**src/rtl/mem_arb_pkg.sv**
```systemverilog
// Shared types for the memory port arbiter: FSM states and transaction owner.
// Used by mem_port_arbiter and mem_arb_prio (MEM_ARB_ROUND_ROBIN_EN aware).
package mem_arb_pkg;

    typedef enum logic [1:0] {
        IDLE,
        ISSUE,
        WAIT,
        RESP
    } arb_state_t;

    typedef enum logic {
        OWN_IF,
        OWN_DM
    } owner_t;

endpackage

```
**src/rtl/mem_arb_prio.sv**
```systemverilog
// Winner select between the IF and DM requesters. Fixed DM-over-IF priority by
// default; defining MEM_ARB_ROUND_ROBIN_EN adds an alternating preference pointer.
module mem_arb_prio
    import mem_arb_pkg::*;
(
`ifdef MEM_ARB_ROUND_ROBIN_EN
    input  logic clk,
    input  logic rst,
    input  logic take,
`endif
    input  logic if_req,
    input  logic dm_req,
    output logic dm_wins
);

`ifdef MEM_ARB_ROUND_ROBIN_EN
    owner_t pref;

    // Preference flips to whoever lost each grant, so a held pair alternates.
    always_ff @(posedge clk) begin
        if (rst) begin
            pref <= OWN_DM;
        end else if (take) begin
            pref <= dm_wins ? OWN_IF : OWN_DM;
        end
    end

    always_comb begin
        dm_wins = dm_req || !if_req;
        if (if_req && dm_req) begin
            dm_wins = (pref == OWN_DM);
        end
    end
`else
    assign dm_wins = dm_req || !if_req;
`endif

endmodule

```
**src/rtl/mem_port_arbiter.sv**
```systemverilog
// Two-requester (IF, DM) arbiter for one shared memory port, one transaction in flight.
// Optional MEM_ARB_ROUND_ROBIN_EN switches tie-break from fixed DM priority to round-robin.
module mem_port_arbiter
    import mem_arb_pkg::*;
#(
    parameter int MEM_LATENCY = 1,
    parameter int AW          = 32,
    parameter int DW          = 32
) (
    input  logic          CLK,
    input  logic          RST,

    input  logic          IF_REQ,
    input  logic [AW-1:0] IF_ADDR,
    output logic          IF_GNT,
    output logic          IF_RVALID,
    output logic [DW-1:0] IF_RDATA,

    input  logic          DM_REQ,
    input  logic          DM_WE,
    input  logic [AW-1:0] DM_ADDR,
    input  logic [DW-1:0] DM_WDATA,
    output logic          DM_GNT,
    output logic          DM_RVALID,
    output logic [DW-1:0] DM_RDATA,

    output logic          MEM_EN,
    output logic          MEM_WE,
    output logic [AW-1:0] MEM_ADDR,
    output logic [DW-1:0] MEM_WDATA,
    input  logic [DW-1:0] MEM_RDATA,

    output logic          BUSY
);

    localparam logic [1:0] LAST_WAIT = 2'(MEM_LATENCY - 1);

    arb_state_t    state;
    owner_t        owner;
    owner_t        winner;
    logic [1:0]    cnt;
    logic          lat_we;
    logic          dm_wins;
    logic          grant;
    logic          if_rvalid_q;
    logic          dm_rvalid_q;
    logic [DW-1:0] if_rdata_q;
    logic [DW-1:0] dm_rdata_q;
    logic [DW-1:0] resp_data;

    mem_arb_prio u_prio (
`ifdef MEM_ARB_ROUND_ROBIN_EN
        .clk     (CLK),
        .rst     (RST),
        .take    (grant),
`endif
        .if_req  (IF_REQ),
        .dm_req  (DM_REQ),
        .dm_wins (dm_wins)
    );

    assign grant  = (state == IDLE) && !RST && (IF_REQ || DM_REQ);
    assign winner = dm_wins ? OWN_DM : OWN_IF;
    assign IF_GNT = grant && (winner == OWN_IF);
    assign DM_GNT = grant && (winner == OWN_DM);
    assign BUSY   = (state != IDLE);

    // Memory data is valid in the RESP cycle itself, so it is passed straight through
    // while RVALID is high and held in the per-owner register afterwards.
    assign resp_data = lat_we ? '0 : MEM_RDATA;
    assign IF_RVALID = if_rvalid_q;
    assign DM_RVALID = dm_rvalid_q;
    assign IF_RDATA  = if_rvalid_q ? resp_data : if_rdata_q;
    assign DM_RDATA  = dm_rvalid_q ? resp_data : dm_rdata_q;

    always_ff @(posedge CLK) begin
        if (RST) begin
            state       <= IDLE;
            owner       <= OWN_DM;
            cnt         <= '0;
            lat_we      <= 1'b0;
            MEM_EN      <= 1'b0;
            MEM_WE      <= 1'b0;
            MEM_ADDR    <= '0;
            MEM_WDATA   <= '0;
            if_rvalid_q <= 1'b0;
            dm_rvalid_q <= 1'b0;
            if_rdata_q  <= '0;
            dm_rdata_q  <= '0;
        end else begin
            MEM_EN      <= 1'b0;
            MEM_WE      <= 1'b0;
            MEM_ADDR    <= '0;
            MEM_WDATA   <= '0;
            if_rvalid_q <= 1'b0;
            dm_rvalid_q <= 1'b0;
            unique case (state)
                IDLE: begin
                    if (grant) begin
                        state  <= ISSUE;
                        owner  <= winner;
                        MEM_EN <= 1'b1;
                        if (winner == OWN_DM) begin
                            lat_we    <= DM_WE;
                            MEM_WE    <= DM_WE;
                            MEM_ADDR  <= DM_ADDR;
                            MEM_WDATA <= DM_WDATA;
                        end else begin
                            lat_we   <= 1'b0;
                            MEM_ADDR <= IF_ADDR;
                        end
                    end
                end
                ISSUE: begin
                    cnt <= 2'd1;
                    if (MEM_LATENCY == 1) begin
                        state       <= RESP;
                        if_rvalid_q <= (owner == OWN_IF);
                        dm_rvalid_q <= (owner == OWN_DM);
                    end else begin
                        state <= WAIT;
                    end
                end
                WAIT: begin
                    if (cnt == LAST_WAIT) begin
                        state       <= RESP;
                        if_rvalid_q <= (owner == OWN_IF);
                        dm_rvalid_q <= (owner == OWN_DM);
                    end else begin
                        cnt <= cnt + 2'd1;
                    end
                end
                RESP: begin
                    state <= IDLE;
                    cnt   <= '0;
                    if (owner == OWN_IF) begin
                        if_rdata_q <= resp_data;
                    end else begin
                        dm_rdata_q <= resp_data;
                    end
                end
                default: state <= IDLE;
            endcase
        end
    end

endmodule

```
**config.mk**
```make
export PLATFORM = sky130hd
export DESIGN_NAME = mem_port_arbiter
export DESIGN_NICKNAME = d
export VERILOG_FILES = /design/src/rtl/mem_arb_pkg.sv /design/src/rtl/mem_arb_prio.sv /design/src/rtl/mem_port_arbiter.sv
export SDC_FILE = /design/constraint.sdc
export NUM_CORES = 1
export LEC_CHECK = 0
export ABC_CLOCK_PERIOD_IN_PS = 1400
export BUFFER_PORTS_ARGS = -buffer_cell sky130_fd_sc_hd__buf_2
export CAP_MARGIN = 20
export CORE_ASPECT_RATIO = 1.5
export CORE_UTILIZATION = 25
export CTS_CLUSTER_DIAMETER = 150
export DETAILED_ROUTE_END_ITERATION = 8
export GPL_ROUTABILITY_DRIVEN = 1
export PLACE_DENSITY = 0.6
export SYNTH_ARGS = -nofsm -noshare
export SYNTH_HDL_FRONTEND = slang
export SYNTH_SLANG_ARGS = --single-unit
```
**constraint.sdc**
```tcl
create_clock -name CLK -period 1.4 [get_ports CLK]
set_input_delay 0 -clock CLK [delete_from_list [all_inputs] [get_ports CLK]]
set_output_delay 0 -clock CLK [all_outputs]
set_load 0.02 [all_outputs]
```
==> results.py, run 1 <==
metrics = {
    "run_status": {
        "status": "finished, violations left",
        "violations": "negative setup slack",
    },
    "synthesis": {
        "synth_edf_count": 0,
        "syn_inst": 578,
        "syn_avg_cell_area_um2": 9.566,
        "ys_seq_elements": 138,
        "ys_warn_count": 0,
        "post_synth_instance_area_um2": 5529,
        "synth_fp_nets": 717,
        "post_synth_num_cell_types": 27,
        "ys_seq_area_share_pct": 49.97,
        "async_flop_share_pct": 0,
        "ys.flop_type": "dfxtp_1",
    },
    "sta": {
        "fin_crit_ns": 1.557,
        "worstMarginPinSlew_ns": 0.3798,
        "finalCritPeriodShare_pct": 111.2,
        "hold_viol": 0,
        "slew_violations": 0,
        "rsz0062_at_grt": "true",
        "finalClockSkew_ns": 0.008312,
        "maxSlewHeadroom_pct": 74.68,
        "final-setup-viol-count": 119,
        "max_freq_mhz": 642.1,
        "worst_slack_ns": -0.1574,
    },
    "routing": {
        "routed_via_density": 4.526,
        "ant_nets": 0,
        "wl_per_cell_um": 16.98,
        "drc": 0,
        "drt_iter0_drc": 284,
        "via_count": 5843,
        "firstDrtPassIters": 5,
        "drt_wl_total_um": 21920,
    },
    "min_path": {
        "min-delay-start": "RST",
        "hold_depth": 4,
        "worstHoldPathType": "primary input to flip-flop",
        "min_to": "MEM_EN",
    },
    "cells_and_area": {
        "final_cell_mix": "buf_2 (223), dfxtp_1 (133), nand2_1 (130), dlygate4sd3_1 (127), a21oi_1 (53)",
        "nNetsFinal": 1143,
        "final_common_cell": "buf_2",
        "layout-drive-gt1-share_pct": 48.18,
        "area_delta_synth_final_pct": 86.51,
        "design_area_um2": 10310,
        "stdcell_count": 1291,
    },
    "pwr": {
        "irDropWorstVdd_v": 0.0007534,
        "p_leak_nw": 4.694,
        "power.density_nw_per_um2": 1309,
    },
    "place": {
        "place_inst": 1094,
        "hpwlAfterDp_um": 12100,
        "routabilityCongestion": 0.8424,
        "placed_area_um2": 7231,
        "port_buffers": 267,
    },
    "clock_tree": {
        "numCtsBuffers": 17,
        "path_clk_slew_ns": 0.05,
        "worstSkewPairLatency_ns": 0.42,
        "clock-root-buffer": "clkbuf_16",
        "cts_tree": "done",
        "clockBufferDepth": 2,
        "clock_sinks": 138,
        "h-tree-depth": 4,
    },
    "die": {
        "die_y_um": 184.1,
        "die_w_um": 123.4,
        "boundaryPins": 268,
        "dieArea_um2": 22730,
        "coreArea_um2": 21720,
        "start_util_pct": 25.46,
        "rows": 66,
    },
    "worst_setup_path": {
        "r2r_cells": 8,
        "crit_start": "lat_we",
        "cp-end-kind": "primary output",
        "critical_path_arrival_ns": 1.56,
        "rrSetupSlack_ns": -0.13,
        "required_ns": 1.40,
        "reg2reg_from": "state[1]",
        "reg2reg_to": "MEM_ADDR[1]",
        "worstSetupPathType": "flip-flop to primary output",
        "startpoint_type": "flip-flop",
        "worstPathMaxFanout": 11,
    },
    "global_routing": {
        "grt_overflow": 0,
        "antenna_found_initial": 3,
        "grt_max_degree": 73,
        "grt_pass1_wl_um": 30930,
        "grt_util_all_layers_pct": 18.13,
        "grt_pass1_vias": 5848,
    },
    "job": {
        "drv_cap": 0,
    },
}
## worst max path at each step
stage,end,slack [ns],cells past startpoint
3_5_place_dp,lat_we,-0.07,6
6_report,DM_RDATA[19],-0.16,4
5_1_grt,IF_GNT,-0.21,6
4_1_cts,IF_GNT,-0.21,6
3_3_place_gp,lat_we,-0.01,6
2_1_floorplan,state[0],-0.005,5
## per-layer routing
layer	part of all wire [%]	GRT usage [%]	vias up	wire length (µm)
met5	0.078	0	-	17
met4	4.6	9.735	2	1000
met3	5.1	4.765	60	1119
met2	53	32.80	199	11660
met1	37	18.65	2791	8122
li1	-	-	2791	-
## cell type report
type                    count  area, µm²
inverters                   6      27.53
repair buffers            451       3691
flip-flops and latches    138       2779
diodes                      2      5.005
well taps                 272      340.3
clock buffers              22      464.2
multi-input cells         390       2863
fillers                  1959      11410
clock inverters            10      142.6
## report_power, final
group          total, mW  leakage, nW  switching [mW]  internal [mW]
Clock               4.60        0.294            1.70           2.90
Combinational       4.41         3.28            2.20           2.21
Sequential          4.49         1.12           0.192           4.30
## worst max-delay path, cell delays in order, from the launching register on
cell and delay [ns]:
dfxtp_4 0.43, buf_12 0.18, nor2b_2 0.07, mux2_2 0.29, buf_2 0.17
## logic make-up after synthesis
group           count (synthesis)  synth area share (%)
simple gates                  214                 18.35
fa+ha+maj                       6                 1.358
flops                         138                 49.97
buf+inv                        50                 5.046
mux                            66                 13.42
compound gates                104                 11.86
## stage by stage
step                      total power [mW]  TNS [ns]  hold WS (ns)  utilization [%]  setup slack (ns)
after floorplan                      6.476  -0.09104        0.1121                -         -0.004939
after global placement               7.560  -0.01004        0.1987            33.29          -0.01004
after detailed placement             7.594    -1.462        0.2021            33.29          -0.07322
after CTS                            13.25    -12.58       0.03089            45.66           -0.2105
after global routing                 14.09    -17.45       0.06297            47.47           -0.2114
final                                13.50    -10.23       0.05422            47.48           -0.1574
## flip-flops by register name, indices dropped and copies added, names as in the netlist
signal,count
IF_RVALID,1
DM_RVALID,1
MEM_ADDR,32
if_rdata_q,32
MEM_WDATA,32
MEM_WE,1
dm_rdata_q,32
MEM_EN,1
state,2
lat_we,1
cnt,2
owner,1
## timing repair
action / 4_1_cts / 5_1_grt
hold buffers: 127 / 0
pin swaps: 2 / 12
endpoints found under the setup margin: 108 / 193
gates cloned: 7 / 8
endpoints found under the hold margin: 121 / 0
setup buffers: 23 / 3
gates resized for setup: 144 / 85
## synthesized netlist by cell type, types with 2 or more instances
cell / count / area [µm²]
a21oi_1: 67 / 335.3
a22o_1: 32 / 280.3
and2_1: 33 / 206.5
buf_2: 22 / 110.1
buf_4: 3 / 22.52
buf_6: 7 / 78.83
clkbuf_1: 12 / 45.04
dfxtp_1: 138 / 2763
ha_1: 6 / 75.07
inv_1: 6 / 22.52
mux2_1: 2 / 22.52
mux2_2: 63 / 709.4
nand2_1: 131 / 491.7
nand2b_1: 3 / 18.77
nor2_1: 7 / 26.28
nor2b_1: 34 / 212.7
nor3_1: 2 / 10.01
Power figures use the tool's default switching activity.
==> run 2: changes to the inputs <==
--- a/config.mk
+++ b/config.mk
@@ -10,7 +10,7 @@
 export CAP_MARGIN = 20
 export CORE_ASPECT_RATIO = 1.5
 export CORE_UTILIZATION = 25
-export CTS_CLUSTER_DIAMETER = 150
+export CTS_CLUSTER_DIAMETER = 100
 export DETAILED_ROUTE_END_ITERATION = 8
 export GPL_ROUTABILITY_DRIVEN = 1
 export PLACE_DENSITY = 0.6
==> constraint.sdc (replaced) <==
create_clock -name CLK -period 1.4 [get_ports CLK]
set_input_delay 0.28 -clock CLK [delete_from_list [all_inputs] [get_ports CLK]]
set_output_delay 0.28 -clock CLK [all_outputs]
set_load 0.02 [all_outputs]
==> run 2 against run 1 <==
The flow still finishes with violations (negative setup slack). Clock skew decreased by 0.0012 ns. Largest power group unchanged. Die area unchanged. Non-clock buffer count decreased by 92. Global-route usage decreased by 1.5 points. Sequential cell count unchanged. First-iteration DRC count decreased by 19%. Setup slack got worse by 0.27 ns. Routed wire length decreased by 10%. Maximum frequency decreased by 15%. Combinational power about the same.
==> results.py, run 2 (same netlist as run 1, synthesis figures left out) <==
metrics = {
    "sta": {
        "finalClockSkew_ns": 0.007122,
        "hold_viol": 0,
        "fin_crit_ns": 1.823,
        "finalCritPeriodShare_pct": 130.2,
        "slew_violations": 0,
        "rsz0062_at_grt": "true",
        "hold_slack_ns": 0.05944,
        "worstMarginPinSlew_ns": 0.6116,
        "maxSlewHeadroom_pct": 59.23,
        "worst_slack_ns": -0.4228,
        "max_freq_mhz": 548.6,
        "final-setup-viol-count": 138,
    },
    "cells_and_area": {
        "design_area_um2": 9303,
        "multi_input_area_um2": 2806,
        "layout-drive-gt1-share_pct": 57.41,
        "nFillCells": 2109,
        "final_common_cell": "buf_2",
        "nNetsFinal": 1051,
        "area_delta_synth_final_pct": 68.25,
        "final_cell_mix": "buf_2 (223), dfxtp_1 (133), nand2_1 (130), a21oi_1 (62), buf_6 (54)",
        "regArea_um2": 2774,
        "stdcell_count": 1199,
    },
    "clock_tree": {
        "clockBufferDepth": 2,
        "path_clk_slew_ns": 0.06,
        "numCtsBuffers": 17,
        "clock-root-buffer": "clkbuf_16",
        "clock_sinks": 138,
        "cts_tree": "done",
        "h-tree-depth": 4,
        "worstSkewPairLatency_ns": 0.42,
    },
    "global_routing": {
        "grt_pass1_vias": 4995,
        "grt_max_degree": 54,
        "antenna_found_initial": 1,
        "grt_util_all_layers_pct": 16.61,
        "grt_overflow": 0,
        "grt_pass1_wl_um": 27850,
    },
    "die": {
        "die_y_um": 184.1,
        "rows": 66,
        "boundaryPins": 268,
        "die_w_um": 123.4,
        "start_util_pct": 25.46,
        "dieArea_um2": 22730,
        "coreArea_um2": 21720,
    },
    "worst_setup_path": {
        "slowest_stage": "dfxtp_4",
        "reg2reg_to": "MEM_ADDR[1]",
        "crit_chain": "buf_12 -> mux2_2 -> buf_2",
        "worstSetupPathType": "flip-flop to primary output",
        "r2r_cells": 8,
        "cp.depth": 3,
        "critical_path_arrival_ns": 1.54,
        "required_ns": 1.12,
        "reg2reg_from": "state[1]",
        "cp.buffers_inverters": 2,
        "startpoint_type": "flip-flop",
        "rrSetupSlack_ns": -0.26,
        "cp-end-kind": "primary output",
        "max_stage_delay_ns": 0.44,
        "worstPathMaxFanout": 10,
        "critPathTopFamily": "flip-flops",
    },
    "pwr": {
        "power.density_nw_per_um2": 1438,
        "irDropWorstVdd_v": 0.0008937,
        "p_leak_nw": 4.325,
        "p_total_mw": 13.38,
    },
    "place": {
        "place_inst": 1132,
        "hpwlAfterDp_um": 12500,
        "placed_area_um2": 7513,
        "port_buffers": 267,
        "routabilityCongestion": 0.8551,
    },
    "run_status": {
        "status": "finished, violations left",
        "violations": "negative setup slack",
    },
    "routing": {
        "ant_nets": 0,
        "drt_wl_total_um": 19720,
        "routed_via_density": 4.440,
        "drc": 0,
        "wl_per_cell_um": 16.45,
        "drt_iter0_drc": 229,
        "firstDrtPassIters": 5,
        "via_count": 5323,
    },
    "min_path": {
        "worstHoldPathType": "primary input to flip-flop",
        "min_to": "MEM_WDATA[7]",
        "hold_depth": 2,
        "min-delay-start": "DM_WDATA[7]",
    },
    "job": {
        "drv_cap": 0,
    },
}
## run 2: final cells by class
type	instances	area share, %
multi-input cells	390	30.17
well taps	272	3.658
inverters	6	0.2690
clock inverters	13	1.547
flip-flops and latches	138	29.82
repair buffers	359	29.72
clock buffers	19	4.761
diodes	2	0.05380
## run 2: what timing repair did
action / 4_1_cts / 5_1_grt
setup buffers: 7 / 14
gates resized for setup: 70 / 156
endpoints found under the setup margin: 125 / 174
pin swaps: 13 / 24
cloned: 9 / 7
hold buffers: 0 / 0
## run 2: worst max-delay path by stage
stage / startpoint / to / slack, ns
final: DM_RVALID / DM_RDATA[19] / -0.42
after global routing: state[0] / IF_GNT / -0.47
after CTS: lat_we / DM_RDATA[14] / -0.45
after detailed placement: state[0] / IF_GNT / -0.06
after global placement: state[0] / IF_GNT / -0.05
after floorplan: state[1] / IF_GNT / -0.08
## run 2: metrics by stage
stage | setup slack [ns] | utilization [%] | setup TNS, ns
2_1_floorplan | -0.08041 | - | -0.09952
3_3_place_gp | -0.05493 | 34.60 | -0.2706
3_5_place_dp | -0.06125 | 34.60 | -0.7287
4_1_cts | -0.4457 | 39.66 | -36.67
5_1_grt | -0.4655 | 42.81 | -43.42
6_report | -0.4228 | 42.83 | -35.84
## run 2: where the power goes
group / switching [mW] / internal [mW] / total, mW
clock: 1.83 / 2.68 / 4.51
sequential: 0.195 / 4.30 / 4.49
combinational: 2.11 / 2.27 / 4.38
total: 4.13 / 9.25 / 13.4
## run 2: metal layers
metal / vias to the layer above / global-route usage, % / wire [µm]
met4: 0 / 7.084 / 438
met3: 26 / 3.403 / 852
met2: 154 / 27.53 / 9972
met5: - / 0 / 0
li1: 2605 / - / -
met1: 2538 / 20.57 / 8456
